===== src/rtl/mul_4bit_seq.sv =====
// Sequential 4x4 unsigned shift-and-add multiplier.
// One partial-product add per clock through a 4-bit carry-lookahead adder,
// four iterations per operation, result registered on the final iteration.
//
// Handshake: Start is sampled only while idle (Busy=0); the accepting edge
// captures A and B. Busy stays high through CALC and DONE, and Done pulses
// for exactly one cycle alongside the newly valid Product. Start pulses seen
// while Busy=1 are dropped without effect.

// 4-bit carry-lookahead adder: all carries computed from generate/propagate terms.
module cla_4bit (
    input  logic [3:0] a,
    input  logic [3:0] b,
    input  logic       cin,
    output logic [3:0] sum,
    output logic       cout
);
    logic [3:0] g;
    logic [3:0] p;
    logic [4:0] c;

    // Generate/propagate terms and flattened lookahead carries.
    always_comb begin
        g    = a & b;
        p    = a ^ b;
        c[0] = cin;
        c[1] = g[0] | (p[0] & cin);
        c[2] = g[1] | (p[1] & g[0]) | (p[1] & p[0] & cin);
        c[3] = g[2] | (p[2] & g[1]) | (p[2] & p[1] & g[0])
             | (p[2] & p[1] & p[0] & cin);
        c[4] = g[3] | (p[3] & g[2]) | (p[3] & p[2] & g[1])
             | (p[3] & p[2] & p[1] & g[0]) | (p[3] & p[2] & p[1] & p[0] & cin);
        sum  = p ^ c[3:0];
        cout = c[4];
    end
endmodule

module mul_4bit_seq (
    input  logic       clk,
    input  logic       rst_n,
    input  logic       Start,
    input  logic [3:0] A,
    input  logic [3:0] B,
    output logic [7:0] Product,
    output logic       Busy,
    output logic       Done
);
    localparam logic [1:0] S_IDLE = 2'd0;
    localparam logic [1:0] S_CALC = 2'd1;
    localparam logic [1:0] S_DONE = 2'd2;

    logic [1:0] state_q, state_d;
    logic [3:0] m_q, m_d;
    logic [3:0] q_q, q_d;
    logic [3:0] acc_q, acc_d;
    logic       c_q, c_d;
    logic [1:0] cnt_q, cnt_d;
    logic [7:0] product_q, product_d;

    logic [3:0] addend;
    logic [3:0] add_sum;
    logic       add_cout;
    logic [8:0] shift_val;

    // Partial-product selection: add the multiplicand only when the current
    // multiplier LSB is set. C is cleared on accept and after every shift, so
    // using it as carry-in leaves the addition as ACC + addend.
    always_comb begin
        addend = q_q[0] ? m_q : 4'd0;
    end

    cla_4bit u_add (
        .a    (acc_q),
        .b    (addend),
        .cin  (c_q),
        .sum  (add_sum),
        .cout (add_cout)
    );

    // {Cout,Sum,Q} shifted right by one; the adder carry lands in ACC[3].
    always_comb begin
        shift_val = {1'b0, add_cout, add_sum, q_q[3:1]};
    end

    // Next-state and datapath update for the IDLE/CALC/DONE sequence.
    always_comb begin
        state_d   = state_q;
        m_d       = m_q;
        q_d       = q_q;
        acc_d     = acc_q;
        c_d       = c_q;
        cnt_d     = cnt_q;
        product_d = product_q;
        case (state_q)
            S_IDLE: begin
                if (Start) begin
                    m_d     = A;
                    q_d     = B;
                    acc_d   = 4'd0;
                    c_d     = 1'b0;
                    cnt_d   = 2'd0;
                    state_d = S_CALC;
                end
            end
            S_CALC: begin
                c_d   = shift_val[8];
                acc_d = shift_val[7:4];
                q_d   = shift_val[3:0];
                cnt_d = cnt_q + 2'd1;
                if (cnt_q == 2'd3) begin
                    product_d = shift_val[7:0];
                    state_d   = S_DONE;
                end
            end
            S_DONE: begin
                state_d = S_IDLE;
            end
            default: begin
                state_d = S_IDLE;
            end
        endcase
    end

    // State and datapath registers, cleared asynchronously by reset.
    always_ff @(posedge clk or negedge rst_n) begin
        if (!rst_n) begin
            state_q   <= S_IDLE;
            m_q       <= 4'd0;
            q_q       <= 4'd0;
            acc_q     <= 4'd0;
            c_q       <= 1'b0;
            cnt_q     <= 2'd0;
            product_q <= 8'd0;
        end else begin
            state_q   <= state_d;
            m_q       <= m_d;
            q_q       <= q_d;
            acc_q     <= acc_d;
            c_q       <= c_d;
            cnt_q     <= cnt_d;
            product_q <= product_d;
        end
    end

    // Status decoded from the state register only.
    always_comb begin
        Busy    = (state_q != S_IDLE);
        Done    = (state_q == S_DONE);
        Product = product_q;
    end
endmodule


===== config.mk =====
export PLATFORM = sky130hd
export DESIGN_NAME = mul_4bit_seq
export DESIGN_NICKNAME = d
export VERILOG_FILES = /design/src/rtl/mul_4bit_seq.sv
export SDC_FILE = /design/constraint.sdc
export NUM_CORES = 1
export LEC_CHECK = 0
export CAP_MARGIN = 10
export CORE_ASPECT_RATIO = 1.5
export CORE_MARGIN = 8
export CORE_UTILIZATION = 50
export CTS_CLUSTER_DIAMETER = 120
export DETAILED_ROUTE_END_ITERATION = 8
export PLACE_DENSITY = 0.77
export SYNTH_ARGS = -nofsm -noshare
export SYNTH_HDL_FRONTEND = slang
export SYNTH_SLANG_ARGS = --single-unit

===== constraint.sdc =====
create_clock -name clk -period 1.82 [get_ports clk]
set_input_delay 0.273 -clock clk [delete_from_list [all_inputs] [get_ports clk]]
set_output_delay 0.273 -clock clk [all_outputs]
set_load 0.02 [all_outputs]

==> results.cfg, run 1 <==
[floorplan]
floorplan_die_height_um = 73.9
top_level_port_count = 21
die_x_um = 54.6
core.rowCount = 21
design.core.area_mm2 = 0.00218
initial_utilization = 0.512
total_die_area_mm2 = 0.00403

[synth]
synth_mux_area_frac = 0.0404
ys_seq_elements = 24
yosys_warnings = 0
post_synth_inst_count = 109
synth-compound-area-share = 0.0987
post_synthesis_xor_xnor_area_fraction = 0.00785
synth_adder_area_share = 0.0740
syn_area_per_cell_um2 = 10.2
ys_seq_area_frac = 0.538
synthesis.nets = 126
synth_top_cell_by_area = sky130_fd_sc_hd__dfrtp_1
synthesized_area_fraction_occupied_by_and_or_nand_nor_cells = 0.194
syn_area_mm2 = 0.00112
synth.top_cells.by_area = sky130_fd_sc_hd__dfrtp_1, sky130_fd_sc_hd__nand2_1, sky130_fd_sc_hd__ha_1
netlist-cell-type-count = 28
synth.top_cell.area_share = 0.538
combinational_family_with_the_most_area_after_synthesis = simple AND/OR/NAND/NOR gates

[route]
totalWireLength_um = 2150
antenna_left = 0
route.detailed.wl_per_inst_um = 13.9
drc = 0
route.detailed.vias_per_inst = 5.39
vias = 835
first_pass_iteration_count_of_the_detailed_router = 4
drt_iter0_drc = 12

[place]
numPortBuffers = 20
finalWeightedCongestion = 0.731
post-dp-hpwl_um = 1640

[clocking]
cts.sink_count = 24
path_clk_slew_ns = 0.13
setup_fix_buffers_added_after_clock_tree_synthesis = 0
number_of_buffers_added_by_the_clock_tree_synthesis_step = 3
clock_tree.buffer_depth = 2
cts-root-buf = sky130_fd_sc_hd__clkbuf_4
cts_tree = done
cts.htree.levels = 1
clock_latency_ns = 0.31

[critical_path]
worst_setup_path_end_kind = primary output
timing.critical_path.from_type = flip-flop
timing.critical_path.cells = or2_2 -> dlygate4sd2_1
critical_path_arrival_ns = 1.38
critPathRequiredTime_ns = 1.55
critPathTopFamily = flip-flops
critical_path.n_buffers_inverters = 1
timing.critical_path.fanout_max = 6
crit_type = reg2out
cp_slowest_cell = sky130_fd_sc_hd__dfrtp_1
worst_path_largest_cell_delay_ns = 0.44
setup.reg_to_reg.worst_slack_ns = 0.23

[layout]
num_antenna_cells = 0
final_net_count = 151
syn_to_final_growth_pct = 23.3
post_route_cells_drive_above_1_share = 0.114
layout_fillers = 196

[global_route]
globalRouteTotalUtil = 0.118
first_pass_grt_wire_length_um = 3620
number_of_antenna_violations_at_the_first_check_in_global_routing = 0
grt_overflow = 0
grt_max_degree = 25
first_global_vias = 909

[timing]
timing_worst_slew_pin_value_ns = 0.461
grt_setup_unrepaired = no
timing.max_slew.rel_slack = 0.693
setup-violations-final = 0
max_slew_vio_count = 0
timing.final.crit_period_ns = 1.66
totalNegativeSetupSlack_ns = 0
final_hold_fails = 0
max_freq_ghz = 0.604
final_min_period_over_clock_period = 0.910
finClkSkew_ns = 0.00569

[power_and_ir_drop]
leakage_uw = 0.000658
worst_ir_drop_vdd_uv = 952
power-per-cell-area_mw_per_mm2 = 1780
power_uw = 2450

[min_path]
min-delay-path-class = in2async

[flow_run]
max_cap_viol_count = 0

[status]
status = finished clean
[synthesized netlist by cell type]
master                     count
sky130_fd_sc_hd__inv_1         6
sky130_fd_sc_hd__or2_2         2
sky130_fd_sc_hd__nor3b_2       1
sky130_fd_sc_hd__nand3_1       6
sky130_fd_sc_hd__o21ai_1       4
sky130_fd_sc_hd__buf_2         3
sky130_fd_sc_hd__o31a_1        1
sky130_fd_sc_hd__nand2b_1      1
sky130_fd_sc_hd__buf_6         1
sky130_fd_sc_hd__xor2_1        1
sky130_fd_sc_hd__clkbuf_1      1
sky130_fd_sc_hd__mux2_2        4
sky130_fd_sc_hd__ha_1          5
sky130_fd_sc_hd__dfrtp_1      24
sky130_fd_sc_hd__nand3b_1      1
sky130_fd_sc_hd__fa_1          1
sky130_fd_sc_hd__o21ai_0       4
sky130_fd_sc_hd__o31ai_1       2
sky130_fd_sc_hd__or3b_1        1
sky130_fd_sc_hd__and2_1        3
sky130_fd_sc_hd__o22a_1        1
sky130_fd_sc_hd__nor2_1        4
sky130_fd_sc_hd__nand2_1      24
sky130_fd_sc_hd__and3b_1       1
sky130_fd_sc_hd__a21oi_1       1
sky130_fd_sc_hd__a31oi_1       4
sky130_fd_sc_hd__nor2b_1       1
sky130_fd_sc_hd__a21boi_0      1
[per-stage QoR]
| stage | hold WS, ns | setup WS [ns] | util | cell area [um2] | cells |
|---|---|---|---|---|---|
| after floorplan | -0.0226 | 0.333 | - | 1120 | 109 |
| after global placement | 0.449 | 0.163 | 0.620 | 1350 | 152 |
| after global routing | 0.320 | 0.0957 | 0.631 | 1380 | 155 |
| final | 0.305 | 0.164 | 0.631 | 1380 | 155 |
| after CTS | 0.319 | 0.0290 | 0.630 | 1370 | 155 |
| after detailed placement | 0.463 | 0.113 | 0.620 | 1350 | 152 |
[cell type report]
type | count | area, um2 | share of cell area
clock buffers | 3 | 22.5 | 0.0164
inverters | 6 | 22.5 | 0.0164
multi-input cells | 74 | 463 | 0.336
flip-flops and latches | 24 | 601 | 0.436
well taps | 23 | 28.8 | 0.0209
repair buffers | 25 | 239 | 0.174
[cells in the final DEF, fill, tap and decap left out, types with 2 or more instances in the layout]
cell	instances
sky130_fd_sc_hd__nand2_1	24
sky130_fd_sc_hd__mux2_2	4
sky130_fd_sc_hd__nor2_1	4
sky130_fd_sc_hd__or2_2	2
sky130_fd_sc_hd__ha_1	5
sky130_fd_sc_hd__and2_1	3
sky130_fd_sc_hd__dfrtp_1	24
sky130_fd_sc_hd__a31oi_1	4
sky130_fd_sc_hd__clkdlybuf4s50_1	18
sky130_fd_sc_hd__inv_1	6
sky130_fd_sc_hd__o31ai_1	2
sky130_fd_sc_hd__clkbuf_4	3
sky130_fd_sc_hd__nand3_1	6
sky130_fd_sc_hd__o21ai_1	4
sky130_fd_sc_hd__buf_4	5
sky130_fd_sc_hd__o21ai_0	4
[where the power goes]
group          total (uW)  switching, uW  internal [uW]
Clock                 227            150           77.3
Combinational        1260            662            594
Sequential            964            167            798
Total                2450            979           1470
[state kept, by name, summed over array words and instances, names as in the netlist]
| signal | count |
|---|---|
| m_q | 4 |
| Product | 8 |
| acc_q | 4 |
| cnt_q | 2 |
| state_q | 2 |
| q_q | 4 |
[layer usage]
metal | vias to the layer above | wire (um) | GRT usage
li1 | 409 | - | -
met1 | 409 | 882 | 0.117
met2 | 13 | 1120 | 0.212
met3 | 4 | 114 | 0.0344
met4 | 0 | 34 | 0.0495
met5 | - | 0 | 0
[what timing repair did]
item	4_1_cts	5_1_grt
endpoints found under the setup margin	1	2
resized for setup	1	2
hold buffers	0	0
[cells by family after synthesis]
group                      count (synthesis)
and+or+nand+nor                           45
DFF                                       24
AOI/OAI and AO/OA                         18
buffers and inverters                     11
adders and majority gates                  6
muxes                                      4
xor gates and xnor gates                   1
[worst paths after layout]
check	cells past startpoint	start	endpoint
hold / removal	2	rst_n	acc_q[1]
setup reg to reg	5	q_q[0]	acc_q[3]
max in group asynchronous	2	rst_n	q_q[0]
hold reg to reg	2	m_q[3]	m_q[3]
setup / recovery	2	state_q[1]	Busy
min in group clk	3	A[1]	m_q[1]
Power figures use the tool's default switching activity.
==> run 2, diff against run 1 <==
--- a/config.mk
+++ b/config.mk
@@ -8,10 +8,11 @@
 export CAP_MARGIN = 10
 export CORE_ASPECT_RATIO = 1.5
 export CORE_MARGIN = 8
-export CORE_UTILIZATION = 50
+export CORE_UTILIZATION = 51
 export CTS_CLUSTER_DIAMETER = 120
 export DETAILED_ROUTE_END_ITERATION = 8
-export PLACE_DENSITY = 0.77
+export PLACE_DENSITY = 0.78
 export SYNTH_ARGS = -nofsm -noshare
 export SYNTH_HDL_FRONTEND = slang
+export SYNTH_HIERARCHICAL = 1
 export SYNTH_SLANG_ARGS = --single-unit
==> run 2 against run 1 <==
  * Largest cell class unchanged
  * Highest routed layer unchanged
  * Synthesized area grew 5.5%
  * Non-clock buffer count grew 2
  * Hold slack gained 0.0096 ns
  * Die area grew 2.5%
  * Synthesized cell count shrank 20%
  * Clock power grew 21%
  * Final area grew 8.5%
  * Via count shrank 5.5%
  * Sequential power is essentially flat
  * Critical path type is now reg2reg
  * Clock skew shrank 0.00078 ns
==> results.cfg, run 2 <==
[critical_path]
crit_path_end = Product[7]
critPathRequiredTime_ns = 2.02
timing.critical_path.fanout_max = 5
worst_setup_path_end_kind = flip-flop
worst_r2r_endpoint = Product[7]
cell_count_of_the_worst_reg_to_reg_path = 6
critical_path.reg2reg.startpoint = q_q[0]
timing.critical_path.from_type = flip-flop
crit_type = reg2reg
setup.reg_to_reg.worst_slack_ns = 0.07
critical_path_arrival_ns = 1.95
timing.critical_path.from = q_q[0]

[layout]
commonest_non_fill_non_tap_cell_in_the_layout = sky130_fd_sc_hd__dfrtp_1
largest_reg_flops = 8
final_net_count = 135
post_route_cells_drive_above_1_share = 0.291
syn_to_final_growth_pct = 26.8
most-common-layout-cells = sky130_fd_sc_hd__dfrtp_1, sky130_fd_sc_hd__clkdlybuf4s50_1, sky130_fd_sc_hd__mux2_2
num_antenna_cells = 0
finalInstanceArea_mm2 = 0.00149
multi_input_area_um2 = 558
layout_fillers = 173
sequential_cell_area_um2 = 601

[timing]
timing.final.crit_period_ns = 1.75
final_hold_fails = 0
finClkSkew_ns = 0.00492
totalNegativeSetupSlack_ns = 0
final_min_period_over_clock_period = 0.962
setup-violations-final = 0
post-route-worst-setup-slack_ns = 0.0695
max_freq_ghz = 0.571
max_slew_vio_count = 0

[place]
finalWeightedCongestion = 0.809
post-dp-hpwl_um = 1810
dp_worst_setup_slack_ns = 0.0155
numPortBuffers = 20
placed_area_mm2 = 0.00143

[clocking]
hold_fix_buffers_at_cts = 0
cts.sink_count = 24
cts-root-buf = sky130_fd_sc_hd__clkbuf_4
cts.htree.levels = 1
clock_latency_ns = 0.31
path_clk_slew_ns = 0.13
cts_tree = done
number_of_buffers_added_by_the_clock_tree_synthesis_step = 3
clock_tree.buffer_depth = 2

[synth]
yosys_warnings = 6
ys_seq_elements = 24
ys_seq_area_frac = 0.510
synth_async_sr_flop_share = 1.00
synth_ff_type = sky130_fd_sc_hd__dfrtp_1
syn_area_mm2 = 0.00118
post_synth_inst_count = 87
synth.top_cells.by_area = sky130_fd_sc_hd__dfrtp_1, sky130_fd_sc_hd__mux2_2, sky130_fd_sc_hd__ha_1
synth.top_cell.area_share = 0.510
synth.top_cells.by_count = sky130_fd_sc_hd__dfrtp_1, sky130_fd_sc_hd__mux2_2, sky130_fd_sc_hd__a22o_1, sky130_fd_sc_hd__ha_1, sky130_fd_sc_hd__inv_1
netlist-cell-type-count = 27
syn_area_per_cell_um2 = 13.5
synth-edff-count = 0
synth_top_cell_by_area = sky130_fd_sc_hd__dfrtp_1
synth_most_common_cell = sky130_fd_sc_hd__dfrtp_1

[power_and_ir_drop]
leakage_uw = 0.000701
power_uw = 2800
worst_ir_drop_vdd_uv = 998
power-per-cell-area_mw_per_mm2 = 1880

[global_route]
grt_max_degree = 25
first_pass_grt_wire_length_um = 3640
met2_usage = 0.198
number_of_antenna_violations_at_the_first_check_in_global_routing = 0
grtUsageMet3 = 0.0304
globalRouteTotalUtil = 0.109
grt-busiest-layer = met2
gr-usage-met1 = 0.118
grt_overflow = 0
first_global_vias = 793

[floorplan]
design.core.area_mm2 = 0.00221
top_level_port_count = 21
total_die_area_mm2 = 0.00413
floorplan_die_height_um = 74.8
core.rowCount = 21
initial_utilization = 0.533
die_x_um = 55.2

[status]
status = finished clean

[min_path]
min-delay-path-class = in2async

[route]
drt_iter0_drc = 15
route.detailed.vias_per_inst = 5.64
antenna_left = 0
vias = 789
drc = 0
route.detailed.wl_per_inst_um = 16.7
totalWireLength_um = 2340
first_pass_iteration_count_of_the_detailed_router = 4

[flow_run]
max_cap_viol_count = 0
-- run 2: changes by cell type after synthesis, sizes merged, moves of 3 or more --
| cell | before | now |
|---|---|---|
| mux2 | 4 | 12 |
| a21o | 0 | 3 |
| or4b | 0 | 4 |
| nand2 | 24 | 0 |
| a22o | 0 | 5 |
| a31oi | 4 | 0 |
| o221a | 0 | 4 |
| nand3 | 6 | 0 |
| nor2 | 4 | 0 |
| o21ai | 8 | 0 |
-- run 2: cell families after synthesis --
kind of cell | count (synthesis) | share of synthesized area
AOI/OAI and AO/OA | 17 | 0.125
xor gates and xnor gates | 3 | 0.0223
adders and majority gates | 6 | 0.0701
buffers and inverters | 7 | 0.0298
DFF | 24 | 0.510
muxes | 13 | 0.123
other | 1 | 0.00319
and+or+nand+nor | 16 | 0.116
-- run 2: layer usage --
| layer | wire length, um | up-vias |
|---|---|---|
| met3 | 116 | 2 |
| met4 | 12 | 0 |
| li1 | - | 374 |
| met1 | 937 | 398 |
| met5 | 0 | - |
| met2 | 1270 | 15 |
-- run 2: critical path: stages (launching register included) --
cell and delay [ns]:
sky130_fd_sc_hd__dfrtp_1 0.43, sky130_fd_sc_hd__and2_1 0.16, sky130_fd_sc_hd__ha_1 0.19, sky130_fd_sc_hd__a21o_1 0.17, sky130_fd_sc_hd__a31o_1 0.24, sky130_fd_sc_hd__a21o_1 0.19, sky130_fd_sc_hd__mux2_2 0.26
-- run 2: layout make-up --
type                       instances  share of cell area
timing repair buffer              27               0.168
inverter                           5              0.0126
tap                               23              0.0193
multi-input combinational         57               0.374
clock buffer                       4              0.0243
sequential                        24               0.402
-- run 2: how the worst min path moves through the flow --
stage | start | endpoint | slack (ns) | cells after the start
2_1_floorplan | rst_n | Product[0] | -0.02 | 0
3_3_place_gp | Product[3] | Product[3] | 0.49 | 1
3_5_place_dp | cnt_q[0] | cnt_q[0] | 0.49 | 1
4_1_cts | rst_n | Product[5] | 0.31 | 2
5_1_grt | rst_n | Product[5] | 0.34 | 2
6_report | rst_n | q_q[0] | 0.31 | 2
-- run 2: timing repair --
item / in CTS / in global routing
buffers inserted: 1 / 1
gates resized for setup: 2 / 1
setup endpoints to repair: 3 / 2
-- run 2: power by group --
| group | switching (uW) | internal, uW | leakage [uW] |
|---|---|---|---|
| combinational | 716 | 850 | 0.000391 |
| sequential | 168 | 794 | 0.000288 |
| clock | 153 | 122 | 0.0000210 |
-- run 2: through the flow --
stage,hold WS [ns],util,std cells
5_1_grt,0.342,0.676,140
4_1_cts,0.315,0.667,139
2_1_floorplan,-0.0226,-,88
3_3_place_gp,0.487,0.649,134
3_5_place_dp,0.493,0.649,134
6_report,0.315,0.676,140
==> run 3, diff against run 2 <==
--- a/config.mk
+++ b/config.mk
@@ -11,6 +11,7 @@
 export CORE_UTILIZATION = 51
 export CTS_CLUSTER_DIAMETER = 120
 export DETAILED_ROUTE_END_ITERATION = 8
+export MAX_ROUTING_LAYER = met4
 export PLACE_DENSITY = 0.78
 export SYNTH_ARGS = -nofsm -noshare
 export SYNTH_HDL_FRONTEND = slang
==> run 3 against run 2 <==
  * Final area unchanged
  * Clock skew rose by 0.00055 ns
  * Die area unchanged
  * Via count stayed put
  * Critical path depth did not move
  * Sequential share of layout area unchanged
  * Critical path type unchanged
  * Clock power about the same
  * Setup slack worse by 0.00074 ns
  * Largest power group unchanged
  * Core utilization did not move
==> results.cfg, run 3 (synthesis results as in run 2) <==
[status]
status = finished clean

[clocking]
number_of_buffers_added_by_the_clock_tree_synthesis_step = 3
path_clk_slew_ns = 0.13
cts-root-buf = sky130_fd_sc_hd__clkbuf_4
cts.sink_count = 24
clock_tree.buffer_depth = 2
clock_latency_ns = 0.31
hold_fix_buffers_at_cts = 0
cts.htree.levels = 1
cts_tree = done

[critical_path]
critPathRequiredTime_ns = 2.02
timing.critical_path.from_type = flip-flop
cp_slowest_cell = sky130_fd_sc_hd__dfrtp_1
timing.critical_path.cells = and2_1 -> ha_1 -> a21o_1 -> a31o_1 -> a21o_1 -> mux2_2
timing.critical_path.fanout_max = 5
worst_r2r_endpoint = Product[7]
setup.reg_to_reg.worst_slack_ns = 0.07
critical_path_arrival_ns = 1.95
worst_path_largest_cell_delay_ns = 0.43
critical_path.reg2reg.startpoint = q_q[0]
cell_count_of_the_worst_reg_to_reg_path = 6
worst_setup_path_end_kind = flip-flop
crit_type = reg2reg
critical_path.most_common_cell = sky130_fd_sc_hd__a21o_1

[place]
post-dp-hpwl_um = 1810
finalWeightedCongestion = 0.821
numPortBuffers = 20
placed_cells_incl_taps = 134

[global_route]
first_pass_grt_wire_length_um = 3650
number_of_antenna_violations_at_the_first_check_in_global_routing = 0
grt_overflow = 0
first_global_vias = 793
globalRouteTotalUtil = 0.112
grt_max_degree = 25

[layout]
multi_input_area_um2 = 558
final-instance-count-excl-fill = 140
layout_fillers = 173
postLayoutCoreUtil = 0.676
most-common-layout-cells = sky130_fd_sc_hd__dfrtp_1, sky130_fd_sc_hd__clkdlybuf4s50_1, sky130_fd_sc_hd__mux2_2
largest_reg_flops = 8
num_antenna_cells = 0
sequential_cell_area_um2 = 601
final_net_count = 135
commonest_non_fill_non_tap_cell_in_the_layout = sky130_fd_sc_hd__dfrtp_1
syn_to_final_growth_pct = 26.8
post_route_cells_drive_above_1_share = 0.291

[floorplan]
die_x_um = 55.2
design.core.area_mm2 = 0.00221
total_die_area_mm2 = 0.00413
initial_utilization = 0.533
floorplan_die_height_um = 74.8
top_level_port_count = 21
core.rowCount = 21

[timing]
setup-violations-final = 0
finClkSkew_ns = 0.00546
final_min_period_over_clock_period = 0.962
timing.final.crit_period_ns = 1.75
max_freq_ghz = 0.571
totalNegativeSetupSlack_ns = 0
final_hold_fails = 0
max_slew_vio_count = 0

[power_and_ir_drop]
clock_power_share = 0.098
power-per-cell-area_mw_per_mm2 = 1880
seqPwrFrac = 0.343
power_uw = 2800
switchingPower_uw = 1040
switching_share = 0.370
worst_ir_drop_vdd_uv = 999
leakage_uw = 0.000701
p_int_uw = 1770
combinational_group_share_of_total_power = 0.559

[route]
drt_iter0_drc = 12
drc = 0
totalWireLength_um = 2340
first_pass_iteration_count_of_the_detailed_router = 4
route.detailed.wl_per_inst_um = 16.7
antenna_left = 0
vias = 789
route.detailed.vias_per_inst = 5.64

[flow_run]
max_cap_viol_count = 0

[min_path]
min-delay-path-class = in2async
[run 3: cell counts in the layout (fill, tap and decap cells not counted)]
Identical to the previous run, type by type.
[run 3: layer usage]
layer | vias up | global-route usage | wire, um
met5 | - | - | 0
met4 | 0 | 0.0412 | 12
met3 | 2 | 0.0270 | 99
met2 | 15 | 0.198 | 1270
met1 | 398 | 0.120 | 954
li1 | 374 | - | -
[run 3: final cells by class]
| type | count | share of cell area |
|---|---|---|
| Clock buffer | 4 | 0.0243 |
| Inverter | 5 | 0.0126 |
| Multi-Input combinational cell | 57 | 0.374 |
| Sequential cell | 24 | 0.402 |
| Tap cell | 23 | 0.0193 |
| Timing Repair Buffer | 27 | 0.168 |
[run 3: what timing repair did]
item / 4_1_cts / 5_1_grt
resized for setup: 2 / 1
pin swaps: 0 / 0
endpoints found under the setup margin: 3 / 2
setup buffers: 1 / 1
[run 3: worst max-delay path, delay by kind of cell (launching register included)]
kind / cells / cell delay, ns
flops: 1 / 0.43
compound gates: 3 / 0.60
fa+ha+maj: 1 / 0.19
simple gates: 1 / 0.16
mux: 1 / 0.26
[run 3: per-stage QoR]
step	hold slack, ns	instance area [um2]	setup WS, ns
6_report	0.315	1490	0.0688
3_5_place_dp	0.493	1430	0.0155
2_1_floorplan	-0.0226	1180	0.0853
4_1_cts	0.315	1470	0.0110
3_3_place_gp	0.487	1430	0.0824
5_1_grt	0.342	1490	-0.00445
[run 3: power groups by stage]
stage          registers, uW  clock network, uW  logic (uW)
6_report                 962                275        1570
5_1_grt                  991                297        1690
4_1_cts                  958                281        1550
3_5_place_dp             973                  0        1540
3_3_place_gp             963                  0        1480
2_1_floorplan           1030                  0         963
[run 3: worst max-delay path by stage]
stage,end,cells after the start,slack (ns),from
finish,Product[7],6,0.07,q_q[0]
global route,Product[7],6,-0.004,m_q[0]
CTS,Product[7],6,0.01,q_q[0]
detailed placement,Product[7],6,0.02,q_q[0]
global placement,Product[7],6,0.08,q_q[0]
floorplan,Product[7],6,0.09,q_q[0]
